<file path="config.mk">
export PLATFORM = sky130hd
export DESIGN_NAME = hs_rx_sequencer
export DESIGN_NICKNAME = d
export VERILOG_FILES = /design/src/rtl/hs_rx_pkg.sv /design/src/rtl/hs_rx_trail_buf.sv /design/src/rtl/hs_rx_sequencer.sv
export SDC_FILE = /design/constraint.sdc
export NUM_CORES = 1
export LEC_CHECK = 0
export CELL_PAD_IN_SITES_DETAIL_PLACEMENT = 0
export CELL_PAD_IN_SITES_GLOBAL_PLACEMENT = 1
export CORE_MARGIN = 2
export CORE_UTILIZATION = 30
export DETAILED_ROUTE_END_ITERATION = 10
export MAX_ROUTING_LAYER = met4
export PLACE_DENSITY = 0.67
export SYNTH_ARGS = -nofsm -noshare
export SYNTH_HDL_FRONTEND = slang
export SYNTH_SLANG_ARGS = --single-unit
</file>
<file path="constraint.sdc">
create_clock -name RxDDRClkHS -period 2.05 [get_ports RxDDRClkHS]
set_input_delay 0.5125 -clock RxDDRClkHS [delete_from_list [all_inputs] [get_ports RxDDRClkHS]]
set_output_delay 0.5125 -clock RxDDRClkHS [all_outputs]
set_load 0.02 [all_outputs]
</file>
<file path="src/rtl/hs_rx_pkg.sv">
// Shared types and constants for the HS receive sequencer.
// States, default sync byte, byte counter width and a saturating increment.
package hs_rx_pkg;

    typedef enum logic [2:0] {
        IDLE,
        SETTLE,
        HUNT,
        RECV,
        DRAIN,
        WAIT_LP
    } state_t;

    localparam logic [7:0] DEFAULT_SYNC_BYTE = 8'hB8;
    localparam int         BYTE_CNT_W        = 16;

    function automatic logic [BYTE_CNT_W-1:0] sat_inc(input logic [BYTE_CNT_W-1:0] value);
        return (&value) ? value : value + 1'b1;
    endfunction

endpackage

</file>
<file path="src/rtl/hs_rx_trail_buf.sv">
// Fixed-depth byte delay line: a byte leaves only when DEPTH newer bytes have been pushed.
// Flush empties the line so the tail of a burst never emerges.
module hs_rx_trail_buf #(
    parameter int DEPTH = 2
) (
    input  logic       clk,
    input  logic       rst_n,
    input  logic       push,
    input  logic       flush,
    input  logic [7:0] din,
    output logic [7:0] dout,
    output logic       dout_valid
);

    localparam int CW = $clog2(DEPTH + 1);

    logic [CW-1:0] fill_reg;
    logic          full;

    assign full = (fill_reg == CW'(DEPTH));

    generate
        for (genvar gi = 0; gi < DEPTH; gi++) begin : g_stage
            logic [7:0] data_reg;
            if (gi == 0) begin : g_head
                always_ff @(posedge clk or negedge rst_n) begin
                    if (!rst_n)    data_reg <= 8'd0;
                    else if (push) data_reg <= din;
                end
            end else begin : g_tail
                always_ff @(posedge clk or negedge rst_n) begin
                    if (!rst_n)    data_reg <= 8'd0;
                    else if (push) data_reg <= g_stage[gi-1].data_reg;
                end
            end
        end
    endgenerate

    always_ff @(posedge clk or negedge rst_n) begin
        if (!rst_n)              fill_reg <= '0;
        else if (flush)          fill_reg <= '0;
        else if (push && !full)  fill_reg <= fill_reg + 1'b1;
    end

    // Oldest byte is only valid in the cycle it is pushed out by a newer one.
    assign dout       = g_stage[DEPTH-1].data_reg;
    assign dout_valid = push && full;

endmodule

</file>
<file path="src/rtl/hs_rx_sequencer.sv">
// HS receive byte sequencer: settle, sync hunt, payload forwarding to the FIFO, SoT/EoT and errors.
// Define HS_RX_TRAIL_STRIP_EN to strip the last TRAIL_BYTES bytes of every burst.
module hs_rx_sequencer
    import hs_rx_pkg::*;
#(
    parameter int         SETTLE_CYCLES = 8,
    parameter logic [7:0] SYNC_BYTE     = DEFAULT_SYNC_BYTE,
    parameter int         SYNC_TIMEOUT  = 4,
    parameter int         TRAIL_BYTES   = 2
) (
    input  logic                  RxDDRClkHS,
    input  logic                  RST,
    input  logic                  HS_REQ,
    input  logic                  FLAG_DESERIALIZE,
    input  logic [7:0]            P_DATA,
    input  logic                  FIFO_FULL,
    input  logic                  CLR_ERR,
    output logic                  DESER_EN,
    output logic                  WR_EN,
    output logic [7:0]            WR_DATA,
    output logic                  SOT_DET,
    output logic                  EOT_DET,
    output logic                  SYNC_ERR,
    output logic                  OVF_ERR,
    output logic [BYTE_CNT_W-1:0] BYTE_CNT,
    output logic                  BUSY
);

    if (SETTLE_CYCLES < 1 || SETTLE_CYCLES > 255) begin : g_bad_settle
        $error("SETTLE_CYCLES must be 1..255");
    end
    if (SYNC_TIMEOUT < 1 || SYNC_TIMEOUT > 15) begin : g_bad_timeout
        $error("SYNC_TIMEOUT must be 1..15");
    end
    if (TRAIL_BYTES < 1 || TRAIL_BYTES > 4) begin : g_bad_trail
        $error("TRAIL_BYTES must be 1..4");
    end

    state_t                state_reg, state_next;
    logic [7:0]            settle_cnt_reg;
    logic [3:0]            hunt_cnt_reg;
    logic                  sync_match, hunt_timeout, settle_done;
    logic                  recv_byte, cand_valid, do_write, do_drop;
    logic [7:0]            cand_data;
    logic                  wr_en_reg, sot_reg, eot_reg, sync_err_reg, ovf_err_reg;
    logic [7:0]            wr_data_reg;
    logic [BYTE_CNT_W-1:0] byte_cnt_reg;

    assign sync_match   = FLAG_DESERIALIZE && (P_DATA == SYNC_BYTE);
    assign hunt_timeout = FLAG_DESERIALIZE && !sync_match &&
                          (({1'b0, hunt_cnt_reg} + 5'd1) == 5'(SYNC_TIMEOUT));
    assign settle_done  = (settle_cnt_reg == 8'd0);
    assign recv_byte    = (state_reg == RECV) && FLAG_DESERIALIZE;

`ifdef HS_RX_TRAIL_STRIP_EN
    hs_rx_trail_buf #(
        .DEPTH (TRAIL_BYTES)
    ) u_trail_buf (
        .clk        (RxDDRClkHS),
        .rst_n      (RST),
        .push       (recv_byte),
        .flush      (state_reg != RECV),
        .din        (P_DATA),
        .dout       (cand_data),
        .dout_valid (cand_valid)
    );
`else
    assign cand_valid = recv_byte;
    assign cand_data  = P_DATA;
`endif

    // Fullness is judged where the byte would leave towards the FIFO.
    assign do_write = cand_valid && !FIFO_FULL;
    assign do_drop  = cand_valid && FIFO_FULL;

    always_ff @(posedge RxDDRClkHS or negedge RST) begin
        if (!RST) state_reg <= IDLE;
        else      state_reg <= state_next;
    end

    always_comb begin
        state_next = state_reg;
        case (state_reg)
            IDLE:    if (HS_REQ) state_next = SETTLE;
            SETTLE:  if (!HS_REQ) state_next = IDLE;
                     else if (settle_done) state_next = HUNT;
            HUNT:    if (!HS_REQ) state_next = IDLE;
                     else if (sync_match) state_next = RECV;
                     else if (hunt_timeout) state_next = WAIT_LP;
            RECV:    if (!HS_REQ) state_next = DRAIN;
            DRAIN:   state_next = IDLE;
            WAIT_LP: if (!HS_REQ) state_next = IDLE;
            default: state_next = IDLE;
        endcase
    end

    always_comb begin
        DESER_EN = 1'b0;
        BUSY     = (state_reg != IDLE);
        case (state_reg)
            HUNT, RECV: DESER_EN = 1'b1;
            default:    DESER_EN = 1'b0;
        endcase
    end

    // Counters are preloaded in IDLE so SETTLE and HUNT always start fresh.
    always_ff @(posedge RxDDRClkHS or negedge RST) begin
        if (!RST) begin
            settle_cnt_reg <= 8'd0;
            hunt_cnt_reg   <= 4'd0;
        end else begin
            if (state_reg == IDLE) begin
                settle_cnt_reg <= 8'(SETTLE_CYCLES);
                hunt_cnt_reg   <= 4'd0;
            end else begin
                if (state_reg == SETTLE && !settle_done)
                    settle_cnt_reg <= settle_cnt_reg - 8'd1;
                if (state_reg == HUNT && HS_REQ && FLAG_DESERIALIZE && !sync_match)
                    hunt_cnt_reg <= hunt_cnt_reg + 4'd1;
            end
        end
    end

    always_ff @(posedge RxDDRClkHS or negedge RST) begin
        if (!RST) begin
            wr_en_reg    <= 1'b0;
            wr_data_reg  <= 8'd0;
            sot_reg      <= 1'b0;
            eot_reg      <= 1'b0;
            sync_err_reg <= 1'b0;
            ovf_err_reg  <= 1'b0;
            byte_cnt_reg <= '0;
        end else begin
            wr_en_reg <= do_write;
            if (do_write) wr_data_reg <= cand_data;
            sot_reg <= (state_reg == HUNT) && (state_next == RECV);
            eot_reg <= (state_reg == DRAIN);

            if ((state_reg == HUNT) && (state_next == RECV))
                byte_cnt_reg <= '0;
            else if (do_write)
                byte_cnt_reg <= sat_inc(byte_cnt_reg);

            // A fresh error outranks a simultaneous clear.
            if ((state_reg == HUNT) && (state_next == WAIT_LP)) sync_err_reg <= 1'b1;
            else if (CLR_ERR)                                   sync_err_reg <= 1'b0;

            if (do_drop)      ovf_err_reg <= 1'b1;
            else if (CLR_ERR) ovf_err_reg <= 1'b0;
        end
    end

    assign WR_EN    = wr_en_reg;
    assign WR_DATA  = wr_data_reg;
    assign SOT_DET  = sot_reg;
    assign EOT_DET  = eot_reg;
    assign SYNC_ERR = sync_err_reg;
    assign OVF_ERR  = ovf_err_reg;
    assign BYTE_CNT = byte_cnt_reg;

endmodule
</file>
* Yosys cells after proc, flatten, opt, wreduce, memory -nomap -nowiden
Cells that the tools add are included.
** Word-level totals
- Register bits after elaboration :: 44
- Latch bits :: 0
- RAM bits :: 0
- Bits in read-only memories :: 0
- Input port bits :: 14
- Output and inout port bits :: 31
- Logic and storage cells :: 70
- Memories kept :: 0
** Operators by class
- $add $sub $neg :: 4
- Multiply operators :: 0
- Div/mod/pow operators :: 0
- $lt $le $gt $ge :: 0
- Equality and inequality tests :: 10
- Shift-type cells :: 0
- Multiplexer cells :: 20
- Bitwise logic cells :: 0
- Reduce and logical (&&, ||, !) cells :: 26
** Operators by type and width (number)
- $mux 16 :: 3
- $mux 3 :: 8
- $add 16x1->16 const B :: 1
- $mux 8 :: 2
- $reduce_and 16->1 :: 1
- $pmux 3 s5 :: 1
- $logic_and 1x1->1 :: 12
- $reduce_bool 2->1 :: 5
- $eq 3x2->1 const B :: 3
- $eq 3x3->1 const B :: 3
- $eq 8x8->1 const B :: 1
- $logic_not 8->1 :: 1
- $mux 4 :: 2
- $sub 8x1->8 const B :: 1
- $add 4x1->5 const B :: 1
- $eq 5x3->1 const B :: 1
- $add 4x1->4 const B :: 1
- $mux 1 :: 4
- $eq 3x1->1 const B :: 1
- $logic_not 1->1 :: 3
- $logic_not 3->1 :: 1
- $reduce_bool 3->1 :: 1
- $ne 2x2->1 const B :: 1
- $reduce_and 2->1 :: 1
- $reduce_or 2->1 :: 1

* Depth between registers and ports, before layout
Gate-level depths: netlist of run 1.
- Depth in word-level cells :: 13
- Mapped depth :: 8
- Gate-level depth less buffers :: 7

* Least setup slack after synthesis of run 1
OpenSTA, ideal clock, no wires.
- Path kind :: reg-to-reg
- From :: register byte_cnt_reg[0] (netlist: BYTE_CNT[0])
- To :: register byte_cnt_reg[5] (netlist: BYTE_CNT[5])
- Library setup time :: 0.066 ns
- Data arrival time :: 1.871 ns
- Data required time :: 1.984 ns
- Path slack :: 0.113 ns
- Cell stages (with the launch flop) :: 8
- Path buffers :: 1
- Clock period less this slack :: 1.937 ns
- Cells stage by stage :: dfrtp_1 > ha_1 > and3_1 > nand3_1 > o31ai_1 > buf_2 > or4_1 > nand2_1
** On the way
- Cells in the longest elaborated chain, start to end :: 4
- Elaborated cells between the ends (all ways) :: 7
- Classes of those cells :: 1 x add/sub; 1 x eq/ne; 3 x mux; 2 x reduce/logical
** RTL lines
- start: declaration :: line hs_rx_sequencer.sv:47 : logic [BYTE_CNT_W-1:0] byte_cnt_reg;
- start signal: assignment :: line hs_rx_sequencer.sv:142 : byte_cnt_reg <= sat_inc(byte_cnt_reg);
- $add 16x1->16 :: line hs_rx_pkg.sv:18 : return (&value) ? value : value + 1'b1;
- $mux 16 :: line hs_rx_pkg.sv:18
- $mux 16 :: line hs_rx_sequencer.sv:141 : else if (do_write)
- $mux 16 :: line hs_rx_sequencer.sv:139 : if ((state_reg == HUNT) && (state_next == RECV))
Several ways; a longest one is shown, not always the timed one. The select of a mux whose other input is x is not followed.
A chain may end at the register's enable or synchronous reset.

* Final worst setup path of run 1
- From :: input port P_DATA[1]
- To :: register state_reg[0]
** On the way
- Cells in the longest elaborated chain, start to end :: 9
** RTL lines
- start: declaration :: line hs_rx_sequencer.sv:15 : input logic [7:0] P_DATA,
- $eq 8x8->1 (*) :: line hs_rx_sequencer.sv:49 : assign sync_match = FLAG_DESERIALIZE && (P_DATA == SYNC_BYTE);
- $logic_and 1x1->1 (*) :: line hs_rx_sequencer.sv:49
- $logic_not 1->1 :: line hs_rx_sequencer.sv:50 : assign hunt_timeout = FLAG_DESERIALIZE && !sync_match &&
- $logic_and 1x1->1 (2 in a row) :: line hs_rx_sequencer.sv:50
- $mux 3 :: line hs_rx_sequencer.sv:89 : else if (hunt_timeout) state_next = WAIT_LP;
- $mux 3 (*) :: line hs_rx_sequencer.sv:88 : else if (sync_match) state_next = RECV;
- $mux 3 (*) :: line hs_rx_sequencer.sv:87 : HUNT: if (!HS_REQ) state_next = IDLE;
- $pmux 3 s5 (*) :: line hs_rx_sequencer.sv:83 : case (state_reg)
- net state_next[0] :: line hs_rx_sequencer.sv:39 : state_t state_reg, state_next;
- end signal: assignment :: line hs_rx_sequencer.sv:78 : else state_reg <= state_next;
- end: declaration :: line hs_rx_sequencer.sv:39
The timed path passes the listed nets; every way through them passes the cells marked *.

==> summary.md, run 1 <==
| Metric | Value |
|---|---|
| Outcome | completed |
| WL final | 5.22 mm |
| Critical-path top delay cell | or4b_1 |
| Placed cell areas | 2970 sq um |
| WL per Instance | 13.4 um |
| CP Class | in -> reg |
| Post-DRT Antenna Nets | 0 |
| DRC viols | 0 |
| Worst setup EP type | register |
| CTS Hold Bufs | 0 |
| Max-cap viol count | 0 |
| Die W | 89.2 um |
| Via density | 4.79 |
| Core footprint | 7140 sq um |
| DR vias | 1,871 |
| Synthesized Nets | 227 |
| P_leak | 1.41 nW |
| Maximum root-to-sink buffer count | 2 |
| Synth cell types | 42 |
| Syn-to-layout area delta | 42.6% |
| Final Cell Area | 3110 sq um |
| Post-layout nets | 309 |
| Root Driver | clkbuf_8 |
| Skew final | 3.96 ps |
| First-pass GRT wire length | 8.83 mm |
| Rows | 31 |
| Max-slew headroom | 63.7% |
| Achievable Freq | 510 MHz |
| DP HPWL | 3.84 mm |
| Antenna cells | 0 |
| Worst slew pin tran | 544 ps |
| All-Layer GR Usage | 14.9% |
| Critical Path RT | 2230 ps |
| Cell Pwr Density | 735 nW/um^2 |
| Worst EP arrival | 2140 ps |
| Slowest stage delay, CP | 560 ps |
| DIE AREA | 7960 sq um |
| GPL Wtd Cong | 0.827 |
| Final setup TNS | 0 ps |
| PnR worst setup slack | 90.2 ps |
| CP Launch Type | input port |
| Max FFs per register | 16 |
| Fin. Hold Viols | 0 |
| Drt initial violations | 101 |
| Final Max Slew Viols | 0 |
| Vias in the first global route | 1,843 |
| Min-Delay Path Class | in -> async |
| Average cell area after synthesis | 10.4 sq um |
| Flops & latches, synth | 44 |
| Sequential-to-total area share from yosys stat | 50.5% |
| H-tree depth | 2 |
| Die Span Y | 89.2 um |
| Worst-Skew Late Latency | 300 ps |
| Clock-pin slew on the worst setup and hold paths | 80 ps |
| Share of layout cells above drive strength 1 | 21.2% |
| Final setup viols | 0 |
| CP max FO | 3 |
| Unrepaired setup endpoints after global routing | yes |
| Total clock sinks | 44 |
| Number of buffers added on ports | 44 |
| Period minus WS final | 1960 ps |
| Gr ovfl total | 0 |
| Final period util | 95.6% |
| Cts bufs inserted | 5 |
| Starting density of the core | 30.5% |
| Pre-antenna DRT Iters | 4 |
| Placement Setup Slack | -285 ps |
| Largest net degree at the start of global routing | 24 |
| Yosys warns | 0 |
| Crit-path cells | clkdlybuf4s50_1 > or4b_1 > nor2_1 > buf_4 > nor3_1 > a211oi_1 > o21ai_0 |
| Post-Synthesis Cells | 209 |
| Initial antenna violation count | 0 |
| Top Ports | 45 |
| Max VDD drop | 0.323 mV |
| Synthesized area | 2180 sq um |
| CTS tree | built |
## cells by family after synthesis
kind of cell / after synthesis / synth area share, %
flip-flops: 44 / 50.5
adder cells (fa/ha/maj): 4 / 2.30
multiplexers: 12 / 5.97
buffers and inverters: 15 / 3.33
AND/OR/NAND/NOR: 84 / 21.3
AO/OA/AOI/OAI: 36 / 10.9
XOR/XNOR: 14 / 5.63
## synth_stat cells (all sizes together)
library cell | instances | area share (%)
dfrtp | 44 | 51
nor2 | 18 | 3.1
nand3 | 16 | 3.7
o21ai | 14 | 3.2
xor2 | 13 | 5.2
nand2 | 12 | 2.1
inv | 9 | 1.6
mux2 | 8 | 4.1
o211ai | 7 | 2.6
buf | 6 | 1.8
nor3 | 6 | 1.4
a21oi | 4 | 0.92
and3 | 4 | 1.2
ha | 4 | 2.3
mux2i | 4 | 1.8
nand3b | 4 | 1.4
nand4 | 3 | 0.86
nand4b | 3 | 1.2
o2111ai | 3 | 1.2
or3 | 3 | 0.86
or4 | 3 | 1.0
and4 | 2 | 0.80
nand2b | 2 | 0.57
nor2b | 2 | 0.57
nor3b | 2 | 0.69
nor4 | 2 | 0.86
o31ai | 2 | 0.69
a211oi | 1 | 0.34
a21bo | 1 | 0.46
a31oi | 1 | 0.29
and4bb | 1 | 0.57
o22ai | 1 | 0.29
o311a | 1 | 0.46
o311ai | 1 | 0.40
or4b | 1 | 0.46
xnor2 | 1 | 0.40
## path summary, 6_finish.rpt
| path | from | end | slack [ps] | cells after the start |
|---|---|---|---|---|
| worst max-delay path | P_DATA[1] | state_reg[0] | 90 | 7 |
| worst min-delay path | RST | hunt_cnt_reg[3] | 190 | 1 |
| worst max register to register | settle_cnt_reg[3] | settle_cnt_reg[4] | 120 | 5 |
| worst min register to register | settle_cnt_reg[0] | settle_cnt_reg[0] | 510 | 1 |
| max in group asynchronous | RST | BYTE_CNT[7] | 1350 | 2 |
| min in group RxDDRClkHS | settle_cnt_reg[0] | settle_cnt_reg[0] | 510 | 1 |
## critical path: cells and delay by family
| kind | cells | cell delay [ps] |
|---|---|---|
| AO/OA/AOI/OAI | 2 | 290 |
| AND/OR/NAND/NOR | 3 | 780 |
| buffers and inverters | 2 | 550 |
## where the power goes
group / switching [W] / internal, W
sequential: 0.0000715 / 0.000977
clock: 0.000303 / 0.000275
combinational: 0.000332 / 0.000325
total: 0.000707 / 0.00158
## timing repair
item | CTS | global route
buffers inserted | 0 | 2
gates resized for setup | 4 | 4
pin swaps | 0 | 2
endpoints found under the setup margin | 6 | 2
## placed cells by master (no fill, tap or decap), types with 2 or more instances in the layout
cell,netlist,final
nand3_1,16,16
o211ai_1,6,6
nand4b_1,3,3
and3_1,3,3
nor3_1,6,4
mux2_2,8,8
nor3_2,0,2
dlygate4sd2_1,0,2
o2111ai_1,3,3
dfrtp_1,44,44
nor2_1,18,17
o21ai_0,12,12
nor2b_1,2,2
nand2_1,12,12
clkbuf_8,0,6
nor3b_1,2,2
or3_1,3,3
nand4_1,3,3
a21oi_1,4,4
clkdlybuf4s50_1,0,41
and4_1,2,2
xor2_1,13,13
nand3b_1,4,4
ha_1,4,4
mux2i_1,4,4
nand2b_1,2,2
clkbuf_1,0,2
buf_4,1,36
or4_1,3,3
inv_1,9,9
## per-stage QoR
step | hold WS [ps] | total power, W | std cells | util (%)
global placement | 491 | 0.00173 | 381 | 41.7
global route | 208 | 0.00244 | 391 | 43.5
detailed placement | 495 | 0.00173 | 381 | 41.7
finish | 186 | 0.00228 | 391 | 43.5
floorplan | 217 | 0.00144 | 209 | -
CTS | 193 | 0.00232 | 389 | 43.0
## metal layers
metal  share of wire, %  vias to the layer above  GRT usage (%)  wire length (um)
met5                  0                        -              -                 0
met1                 49                      902           20.0              2560
met3                4.0                       10           2.59               209
li1                   -                      922              -                 -
met2                 45                       37           21.8              2320
met4                2.5                        0           6.92               129
## final cells by class
cell class / count / area (sq um)
fill: 728 / 4030
clock buffer: 8 / 90.1
tap: 99 / 124
inverter: 9 / 33.8
sequential: 44 / 1100
timing repair buffer: 81 / 723
multi-input combinational: 150 / 1030
No activity file was read; power rests on OpenSTA's default activity.
==> inputs of run 2 (changes only) <==
Settings changed: CAP_MARGIN from default to 20, REMOVE_ABC_BUFFERS from default to 1.
==> run 2 against run 1 <==
Highest routed layer unchanged. Critical path depth is 4 lower. Sequential power hardly changed. Power is 3.8% higher. Utilization is 0.67 points higher. Global-route usage is 0.34 points lower. Critical path type is now reg -> out. Routed wire length is 1.0% lower.
==> summary.md, run 2 (synthesis results as in run 1) <==
| Metric | Value |
|---|---|
| Die W | 89.2 um |
| Critical Path RT | 1540 ps |
| Final period util | 94.9% |
| Power Total | 0.00237 W |
| Final setup TNS | 0 ps |
| Syn-to-layout area delta | 44.8% |
| Largest net degree at the start of global routing | 26 |
| Top Ports | 45 |
| All-Layer GR Usage | 14.5% |
| Max-cap viol count | 0 |
| WL final | 5.17 mm |
| Placement Setup Slack | -253 ps |
| Post-DRT Antenna Nets | 0 |
| Worst reg2reg setup slack | 120 ps |
| FILL cells | 709 |
| WL per Instance | 13.1 um |
| Skew final | 7.57 ps |
| Die Span Y | 89.2 um |
| Gr ovfl total | 0 |
| Slowest stage delay, CP | 470 ps |
| Outcome | completed |
| Clock-pin slew on the worst setup and hold paths | 90 ps |
| CP Launch Type | register |
| GPL Wtd Cong | 0.810 |
| Min-Delay Path Class | in -> async |
| Final setup viols | 0 |
| Number of buffers added on ports | 44 |
| Root Driver | clkbuf_8 |
| Maximum root-to-sink buffer count | 2 |
| DR vias | 1,860 |
| Unrepaired setup endpoints after global routing | no |
| Commonest non-fill, non-tap cells in the layout | dfrtp_1, clkdlybuf4s50_1, buf_4 |
| Antenna cells | 0 |
| Starting density of the core | 30.5% |
| Max VDD drop | 0.343 mV |
| Achievable Freq | 514 MHz |
| CTS tree | built |
| CP max FO | 7 |
| Fin. Hold Viols | 0 |
| Worst EP arrival | 1430 ps |
| DIE AREA | 7960 sq um |
| Final Max Slew Viols | 0 |
| Post-layout nets | 313 |
| Cell Pwr Density | 752 nW/um^2 |
| Max-slew headroom | 68.0% |
| First-pass GRT wire length | 8.66 mm |
| PnR worst setup slack | 105 ps |
| Critical-path top delay cell | dfrtp_1 |
| Cts bufs inserted | 5 |
| Pre-antenna DRT Iters | 4 |
| DP HPWL | 3.85 mm |
| Total clock sinks | 44 |
| Via density | 4.71 |
| P_leak | 1.43 nW |
| CP Class | reg -> out |
| CTS Hold Bufs | 0 |
| Crit-path cells | nor3_1 > inv_1 > dlygate4sd2_1 |
| H-tree depth | 2 |
| Share of layout cells above drive strength 1 | 23.0% |
| Worst setup EP type | output pin |
| Worst slew pin tran | 479 ps |
| DRC viols | 0 |
| Max FFs per register | 16 |
| Drt initial violations | 66 |
| Core footprint | 7140 sq um |
| Initial antenna violation count | 0 |
| Period minus WS final | 1940 ps |
| Vias in the first global route | 1,816 |
| Most common cell after layout, fill and taps aside | dfrtp_1 |
| Worst-Skew Late Latency | 300 ps |
| Rows | 31 |
[run 2: layout make-up]
cell class	instances	area (sq um)	area share, %
flip-flops and latches	44	1100	34.9
clock buffers	6	72.6	2.30
repair buffers	85	756	24.0
well taps	99	124	3.93
multi-input cells	150	1030	32.7
clock inverters	2	35.0	1.11
inverters	9	33.8	1.07
[run 2: per-layer routing]
layer | GRT usage [%] | routed length, um
met5 | - | 0
met4 | 4.07 | 68
met3 | 3.69 | 163
met2 | 21.3 | 2400
met1 | 20.0 | 2540
[run 2: timing repair]
item | CTS | global route
gates resized for setup | 3 | 8
setup endpoints to repair | 3 | 11
buffers inserted | 0 | 0
pin swaps | 0 | 6
cloned | 0 | 0
[run 2: critical path: cells and delay by family, from the launching register on]
| kind | cells | cell delay (ps) |
|---|---|---|
| flip-flops | 1 | 470 |
| buffers and inverters | 2 | 420 |
| AND/OR/NAND/NOR | 1 | 230 |
[run 2: through the flow]
stage | util [%] | cell area [sq um] | std cells | hold WS (ps)
2_1_floorplan | - | 2140 | 203 | 217
3_3_place_gp | 42.3 | 3020 | 387 | 490
3_5_place_dp | 42.3 | 3020 | 387 | 495
4_1_cts | 43.8 | 3130 | 395 | 174
5_1_grt | 44.2 | 3150 | 395 | 186
6_report | 44.2 | 3150 | 395 | 166
[run 2: path summary, 6_finish.rpt]
kind | depth (start not counted) | start | to
worst max-delay path | 3 | state_reg[2] | BUSY
worst min-delay path | 1 | RST | WR_EN
worst max register to register | 5 | settle_cnt_reg[3] | settle_cnt_reg[4]
worst min register to register | 1 | settle_cnt_reg[0] | settle_cnt_reg[0]
max in group asynchronous | 2 | RST | settle_cnt_reg[1]
min in group RxDDRClkHS | 1 | settle_cnt_reg[0] | settle_cnt_reg[0]
[run 2: power by group]
group	switching (W)	leakage (nW)	total, W	internal [W]
logic	0.000334	0.771	0.000657	0.000323
clock network	0.000304	0.0552	0.000666	0.000362
registers	0.0000723	0.602	0.00105	0.000977
total	0.000710	1.43	0.00237	0.00166
==> inputs of run 3 (changes only) <==
Settings changed: CORE_ASPECT_RATIO from default to 2.
==> run 3 against run 2 <==
First-iteration DRC count up 56%. Largest power group unchanged. Largest cell class unchanged. Utilization decreased by 0.47 points. Flip-flop and latch count unchanged. Via count rose by 2.0%.
==> summary.md, run 3 (synthesis results as in run 1) <==
| Metric | Value |
|---|---|
| Outcome | completed |
| Achievable Freq | 505 MHz |
| Drt initial violations | 103 |
| Period minus WS final | 1980 ps |
| Via density | 5.01 |
| Commonest non-fill, non-tap cells in the layout | dfrtp_1, clkdlybuf4s50_1, buf_4 |
| P_leak | 1.40 nW |
| Final Max Slew Viols | 0 |
| Max FFs per register | 16 |
| Root Driver | clkbuf_16 |
| WL per Instance | 13.9 um |
| CP max FO | 2 |
| Worst setup EP type | register |
| H-tree depth | 2 |
| CP Launch Type | input port |
| Post-DRT Antenna Nets | 0 |
| Min-Delay Path Class | in -> async |
| Final core utilization | 43.7% |
| Cell Pwr Density | 779 nW/um^2 |
| FILL cells | 708 |
| Final period util | 96.6% |
| All-Layer GR Usage | 14.6% |
| Hold WS | 192 ps |
| Top Ports | 45 |
| Critical Path RT | 2240 ps |
| Cts bufs inserted | 5 |
| Largest net degree at the start of global routing | 21 |
| Antenna cells | 0 |
| Vias in the first global route | 1,918 |
| CP Class | in -> reg |
| DIE AREA | 8000 sq um |
| Max VDD drop | 0.402 mV |
| Share of layout cells above drive strength 1 | 21.6% |
| Most common cell after layout, fill and taps aside | dfrtp_1 |
| Pre-antenna DRT Iters | 4 |
| DR vias | 1,898 |
| Final setup viols | 0 |
| Fin. Hold Viols | 0 |
| Rows | 44 |
| Die Span Y | 125 um |
| Maximum root-to-sink buffer count | 2 |
| Die W | 64.3 um |
| GPL Wtd Cong | 0.799 |
| CTS tree | built |
| Clock-pin slew on the worst setup and hold paths | 60 ps |
| Starting density of the core | 30.4% |
| Max-cap viol count | 0 |
| WL final | 5.26 mm |
| Worst slew pin tran | 489 ps |
| Register area | 1100 sq um |
| Initial antenna violation count | 0 |
| Worst EP arrival | 2170 ps |
| Multi-input combinational cell area | 1050 sq um |
| Worst-Skew Late Latency | 280 ps |
| Gr ovfl total | 0 |
| Skew final | 4.96 ps |
| Max-slew headroom | 67.4% |
| DP HPWL | 4.00 mm |
| Syn-to-layout area delta | 43.7% |
| Post-layout nets | 307 |
| DRC viols | 0 |
| First-pass GRT wire length | 9.16 mm |
| Core footprint | 7160 sq um |
| Number of buffers added on ports | 44 |
| Total clock sinks | 44 |
[run 3: cell types whose count changed in the layout (fill, tap and decap cells not counted), moves of 2 or more]
cell / delta
a21oi_1: +2
a21oi_2: -2
buf_4: -6
clkbuf_16: +5
clkbuf_8: -5
o21ai_1: -2
[run 3: where the power goes]
group / internal [W] / switching (W) / leakage, nW / total (W)
Sequential: 0.000979 / 0.0000724 / 0.602 / 0.00105
Clock: 0.000430 / 0.000299 / 0.0616 / 0.000729
Combinational: 0.000323 / 0.000335 / 0.740 / 0.000658
[run 3: through the flow]
stage	TNS [ps]	area, sq um	total power [W]	setup slack, ps	instances
floorplan	-693	2140	0.00142	-179	203
global placement	-5740	2950	0.00171	-268	373
detailed placement	-6760	2950	0.00173	-314	373
CTS	0	3080	0.00249	15.2	378
global route	-2.58	3130	0.00259	-2.26	379
finish	0	3130	0.00244	70.4	379
[run 3: timing repair]
item | 4_1_cts | 5_1_grt
cloned | 0 | 0
hold buffers | 0 | 0
buffers inserted | 0 | 1
gates resized for setup | 5 | 9
endpoints found under the setup margin | 5 | 23
pin swaps | 0 | 1
endpoints found under the hold margin | 0 | 0
[run 3: layer usage]
metal  track usage (%)  routed length [um]  vias up
met5                 -                   0        -
met4              4.13                  75        0
met3              3.88                 273        7
met2              23.4                2570       56
met1              18.1                2350      912
li1                  -                   -      923
[run 3: layout make-up]
| type | count | area share, % |
|---|---|---|
| sequential | 44 | 35.2 |
| multi-input combinational | 150 | 33.7 |
| timing repair buffer | 79 | 22.4 |
| clock buffer | 5 | 4.00 |
| tap | 92 | 3.68 |
| inverter | 9 | 1.08 |
[run 3: worst paths after layout]
path | startpoint | to | slack [ps] | depth (start not counted)
worst min register to register | WR_DATA[5] | WR_DATA[5] | 500 | 1
worst max register to register | settle_cnt_reg[4] | settle_cnt_reg[4] | 120 | 5
worst max-delay path | P_DATA[1] | hunt_cnt_reg[2] | 70 | 7
worst min-delay path | RST | settle_cnt_reg[4] | 190 | 1
max in group asynchronous | RST | WR_EN | 1290 | 2
min in group RxDDRClkHS | WR_DATA[5] | WR_DATA[5] | 500 | 1
[run 3: critical path, stage by stage]
cell and delay (ps):
clkdlybuf4s50_1 420, or4b_4 550, buf_4 160, o211ai_4 180, mux2i_1 200, nand2_1 60, o21ai_0 90
